--- src/rtl/fpga_rst_pkg.sv ---
// rtl/fpga_rst_pkg.sv - state encoding and reset-cause codes for the board reset sequencer
package fpga_rst_pkg;

    typedef enum logic [1:0] {
        WAIT_LOCK = 2'd0,
        HOLD      = 2'd1,
        RUN       = 2'd2
    } state_t;

    localparam logic [1:0] RST_CAUSE_POR  = 2'b00;
    localparam logic [1:0] RST_CAUSE_BTN  = 2'b01;
    localparam logic [1:0] RST_CAUSE_PLL  = 2'b10;
    localparam logic [1:0] RST_CAUSE_SOFT = 2'b11;

endpackage

--- src/rtl/rst_debounce.sv ---
// rtl/rst_debounce.sv - button synchroniser chain and debounce counter
module rst_debounce #(
    parameter int SYNC_STAGES     = 2,
    parameter int DEBOUNCE_CYCLES = 500000,
    parameter int CNT_W           = 20
) (
    input  logic clk_i,
    input  logic rst_n_i,
    input  logic btn_rst_n_i,
    output logic btn_db_o
);

    logic [SYNC_STAGES-1:0] sync_q;
    logic [CNT_W-1:0]       db_cnt;
    logic                   btn_s;

    assign btn_s = sync_q[SYNC_STAGES-1];

    // Shift the raw button into the synchroniser; resets to released so no spurious press appears.
    always_ff @(posedge clk_i) begin
        if (!rst_n_i) begin
            sync_q <= '1;
        end else begin
            sync_q <= {sync_q[SYNC_STAGES-2:0], btn_rst_n_i};
        end
    end

    // Accept a new button level only after it has persisted for DEBOUNCE_CYCLES cycles.
    always_ff @(posedge clk_i) begin
        if (!rst_n_i) begin
            btn_db_o <= 1'b1;
            db_cnt   <= '0;
        end else if (btn_s == btn_db_o) begin
            db_cnt   <= '0;
        end else if (db_cnt == CNT_W'(DEBOUNCE_CYCLES - 1)) begin
            btn_db_o <= btn_s;
            db_cnt   <= '0;
        end else begin
            db_cnt   <= db_cnt + 1'b1;
        end
    end

endmodule

--- src/rtl/fpga_rst_seq.sv ---
// rtl/fpga_rst_seq.sv - board reset sequencer driving the SoC reset pin
module fpga_rst_seq
    import fpga_rst_pkg::*;
#(
    parameter int SYNC_STAGES     = 2,
    parameter int DEBOUNCE_CYCLES = 500000,
    parameter int HOLD_CYCLES     = 1024,
    parameter int CNT_W           = 20
) (
    input  logic       clk_i,
    input  logic       rst_n_i,
    input  logic       btn_rst_n_i,
    input  logic       pll_locked_i,
    input  logic       soft_rst_req_i,
    output logic       soc_rst_n_o,
    output logic [1:0] rst_cause_o,
    output logic       btn_db_o
);

    logic [SYNC_STAGES-1:0] lock_q;
    logic                   lock_s;
    logic [CNT_W-1:0]       hold_cnt;
    state_t                 state;

    assign lock_s = lock_q[SYNC_STAGES-1];

    rst_debounce #(
        .SYNC_STAGES     (SYNC_STAGES),
        .DEBOUNCE_CYCLES (DEBOUNCE_CYCLES),
        .CNT_W           (CNT_W)
    ) u_debounce (
        .clk_i       (clk_i),
        .rst_n_i     (rst_n_i),
        .btn_rst_n_i (btn_rst_n_i),
        .btn_db_o    (btn_db_o)
    );

    // Synchronise the PLL lock flag; resets to unlocked.
    always_ff @(posedge clk_i) begin
        if (!rst_n_i) begin
            lock_q <= '0;
        end else begin
            lock_q <= {lock_q[SYNC_STAGES-2:0], pll_locked_i};
        end
    end

    // Sequencer FSM; soc_rst_n_o is registered high only on edges that land in RUN.
    always_ff @(posedge clk_i) begin
        if (!rst_n_i) begin
            state       <= WAIT_LOCK;
            hold_cnt    <= '0;
            soc_rst_n_o <= 1'b0;
            rst_cause_o <= RST_CAUSE_POR;
        end else begin
            case (state)
                WAIT_LOCK: begin
                    hold_cnt    <= '0;
                    soc_rst_n_o <= 1'b0;
                    if (lock_s) begin
                        state <= HOLD;
                    end
                end
                HOLD: begin
                    soc_rst_n_o <= 1'b0;
                    if (!lock_s) begin
                        state       <= WAIT_LOCK;
                        hold_cnt    <= '0;
                        rst_cause_o <= RST_CAUSE_PLL;
                    end else if (!btn_db_o) begin
                        hold_cnt <= '0;
                    end else if (hold_cnt == CNT_W'(HOLD_CYCLES - 1)) begin
                        state       <= RUN;
                        soc_rst_n_o <= 1'b1;
                    end else begin
                        hold_cnt <= hold_cnt + 1'b1;
                    end
                end
                RUN: begin
                    if (!lock_s) begin
                        state       <= WAIT_LOCK;
                        hold_cnt    <= '0;
                        soc_rst_n_o <= 1'b0;
                        rst_cause_o <= RST_CAUSE_PLL;
                    end else if (!btn_db_o) begin
                        state       <= HOLD;
                        hold_cnt    <= '0;
                        soc_rst_n_o <= 1'b0;
                        rst_cause_o <= RST_CAUSE_BTN;
                    end else if (soft_rst_req_i) begin
                        state       <= HOLD;
                        hold_cnt    <= '0;
                        soc_rst_n_o <= 1'b0;
                        rst_cause_o <= RST_CAUSE_SOFT;
                    end else begin
                        soc_rst_n_o <= 1'b1;
                    end
                end
                default: begin
                    state       <= WAIT_LOCK;
                    hold_cnt    <= '0;
                    soc_rst_n_o <= 1'b0;
                end
            endcase
        end
    end

endmodule

--- config.mk ---
export PLATFORM = sky130hd
export DESIGN_NAME = fpga_rst_seq
export DESIGN_NICKNAME = d
export VERILOG_FILES = /design/src/rtl/fpga_rst_pkg.sv /design/src/rtl/rst_debounce.sv /design/src/rtl/fpga_rst_seq.sv
export SDC_FILE = /design/constraint.sdc
export NUM_CORES = 1
export LEC_CHECK = 0
export CORE_UTILIZATION = 54
export CTS_CLUSTER_SIZE = 10
export DETAILED_ROUTE_END_ITERATION = 10
export HOLD_SLACK_MARGIN = 0.06
export PLACE_DENSITY = 0.75
export SYNTH_ARGS = -nofsm -noshare
export SYNTH_HDL_FRONTEND = slang
export SYNTH_SLANG_ARGS = --single-unit
--- constraint.sdc ---
create_clock -name clk_i -period 1.8 [get_ports clk_i]
set_input_delay 0.36 -clock clk_i [delete_from_list [all_inputs] [get_ports clk_i]]
set_output_delay 0.36 -clock clk_i [all_outputs]
set_load 0.02 [all_outputs]
==> impl_metrics.toml <==
[synth]
syn_avg_cell_area_um2 = 8.64
synth_area_mm2 = 0.00257
netlist_instances = 297
ys_seq_area_share_pct = 39.0
yosys.area_share.simple_pct = 32.9
synth_top_family_by_area = "simple AND/OR/NAND/NOR gates"
synth_mux_area_share_pct = 4.68
synth.distinct_cells = 44
syn-num-nets = 308
synth_compound_area_share_pct = 12.2
synthXorXnorAreaFrac_pct = 4.78
synth_warnings = 0
ys_ff_latch = 50
synth_fa_ha_area_share_pct = 2.93

[cts]
cts_tree = "done"
numCtsBuffers = 5
clockBufferDepth = 2
clock_latency_ns = 0.30
h-tree-depth = 2
clkSlewWorstSetupHoldPaths_ns = 0.09
cts_root_buf = "clkbuf_8"
clock_sinks = 50

[floorplan]
num_rows = 24
die_x_um = 70.9
ioPinCount = 9
core_area_mm2 = 0.00447
start_util_pct = 57.4
die-height_um = 70.9
dieArea_mm2 = 0.00503

[global_routing]
antenna_found_initial = 0
grt_max_degree = 16
grt_pass1_vias = 2430
grtUsageTotal_pct = 27.2
gr-total-overflow = 0
grt_pass1_wl_um = 10800

[drt]
firstDrtPassIters = 7
vias = 2656
post_drt_wl_per_cell_um = 17.4
route.final.wire_length_um = 7310
drt_iter0_markers = 307
via_per_inst = 6.31
antenna_left = 0
drc = 0

[power]
vdd_ir_drop_max_uv = 328
leakagePower_nw = 1.22
p_sw_share_pct = 19.6
switchingPower_uw = 423
comb_power_share_pct = 3.3
seqPwrFrac_pct = 51.7
pwr_density_cell_mw_per_mm2 = 615
p_int_mw = 1.74
clockPowerShare_pct = 45.0

[place]
portBuffers = 8
gp_congestion = 0.861
dp_hpwl_um = 4600
dp_cells = 403
preCtsSetupSlack_ns = -0.180

[sta]
hold_viol = 0
fin_crit_ns = 1.82
worst_pin_slew_ns = 0.399
rsz0062_at_grt = "true"
setup_viol = 3
fin_crit_sh_pct = 101
finClkSkew_ns = 0.00621
drv_slew = 0
slew_headroom_pct = 73.1
fmax_ghz = 0.549
final.setup.worst_slack_ns = -0.0212

[layout]
diodes = 0
area_delta_synth_final_pct = 37.0
stdcell_count = 421
final_nets = 379
final_cell_mix = "buf_4 (65), dfxtp_1 (37), nand2_1 (25)"
layout_commonest_cell = "buf_4"
drive_gt1_share_pct = 35.8

[critical_path]
endpoint_kind = "flop"
path_max_fanout = 4
setup.worst_path.start_class = "flop"
worstSetupPathType = "reg -> reg"
required_ns = 2.04
critPathArrivalTime_ns = 2.06

[hold_path]
hp-class = "reg -> reg"

[flow_run]
maxCapViolations = 0

[outcome]
status = "complete, but fails checks"
failed_checks = "setup timing"
-- power groups by stage --
stage	clock [mW]	combinational (mW)	sequential, mW
4_1_cts	0.979	0.0658	1.12
6_report	0.972	0.0716	1.12
3_5_place_dp	0	0.0635	1.15
3_3_place_gp	0	0.0613	1.14
2_1_floorplan	0	0.0323	1.14
5_1_grt	1.02	0.0764	1.12
-- Yosys cell counts, drive strengths merged --
master / number / area (um2)
a2111o: 1 / 11.3
a2111oi: 2 / 17.5
a211oi: 5 / 37.5
a21oi: 16 / 80.1
a31oi: 2 / 12.5
and2: 5 / 31.3
and3: 3 / 18.8
and4: 6 / 52.6
and4b: 1 / 10.0
buf: 7 / 37.5
clkbuf: 5 / 18.8
dfxtp: 50 / 1000
ha: 6 / 75.1
inv: 9 / 33.8
mux2i: 12 / 120
nand2: 27 / 101
nand2b: 11 / 68.8
nand3: 21 / 105
nand3b: 2 / 15.0
nand4: 11 / 75.1
nand4b: 2 / 17.5
nor2: 20 / 75.1
nor3: 5 / 25.0
nor3b: 1 / 7.51
nor4: 5 / 46.3
nor4b: 3 / 26.3
nor4bb: 1 / 10.0
o211ai: 2 / 15.0
o21a: 3 / 22.5
o21ai: 8 / 40.0
o21bai: 1 / 7.51
o31a: 2 / 17.5
o31ai: 7 / 52.6
or3: 6 / 40.0
or4: 14 / 106
or4bb: 1 / 11.3
xnor2: 6 / 52.6
xor2: 8 / 70.1
-- critical path, cell delays in order, from the launching register on --
cell and delay (ns):
dfxtp_1 0.34, ha_1 0.21, and4_2 0.28, and2_2 0.21
a2111oi_2 0.37, buf_4 0.18, mux2i_1 0.16
-- per-stage QoR --
stage	total power [mW]	utilization, %	hold WS (ns)	TNS [ns]	instance area [um2]
after global placement	1.21	69.3	0.395	-1.24	3100
after detailed placement	1.21	69.3	0.416	-2.06	3100
final	2.16	78.6	0.430	-0.0255	3520
after CTS	2.16	73.7	0.431	-0.0397	3300
after global routing	2.22	78.6	0.451	-0.753	3520
after floorplan	1.18	-	0.386	0	2580
-- per-layer routing --
layer	track usage (%)	wire (um)
met4	10.7	236
met1	35.1	3190
met5	0	0
met3	5.56	475
met2	45.0	3410
-- what timing repair did --
item / CTS / global route
resized for setup: 11 / 49
endpoints found under the setup margin: 19 / 22
buffers inserted: 3 / 7
gates cloned: 0 / 1
hold buffers: 0 / 0
pin swaps: 1 / 14
-- final timing paths --
kind                                              to  slack, ns                 start  cells after the start
worst max-delay path                    hold_cnt[15]      -0.02           hold_cnt[0]                      6
worst min-delay path            u_debounce.sync_q[1]       0.43  u_debounce.sync_q[0]                      1
worst max register to register          hold_cnt[15]      -0.02           hold_cnt[0]                      6
worst min register to register  u_debounce.sync_q[1]       0.43  u_debounce.sync_q[0]                      1
-- cell type report --
class / count / area (um2)
flip-flops and latches: 50 / 1020
clock buffers: 6 / 82.6
repair buffers: 76 / 604
inverters: 9 / 33.8
fillers: 281 / 958
multi-input cells: 226 / 1650
clock inverters: 2 / 60.1
well taps: 52 / 65.1
-- state kept, by name, summed over array words and instances (netlist names) --
register and flops:
rst_cause_o 2, soc_rst_n_o 1, u_debounce.sync_q 2, state 2
u_debounce.db_cnt 20, hold_cnt 20, lock_q 2, u_debounce.btn_db_o 1
-- cell families after synthesis --
group,after synthesis
AO/OA/AOI/OAI,49
XOR/XNOR,14
adder cells (fa/ha/maj),6
buffers and inverters,21
flip-flops,50
multiplexers,12
AND/OR/NAND/NOR,145
(Power assumes the default switching activity.)
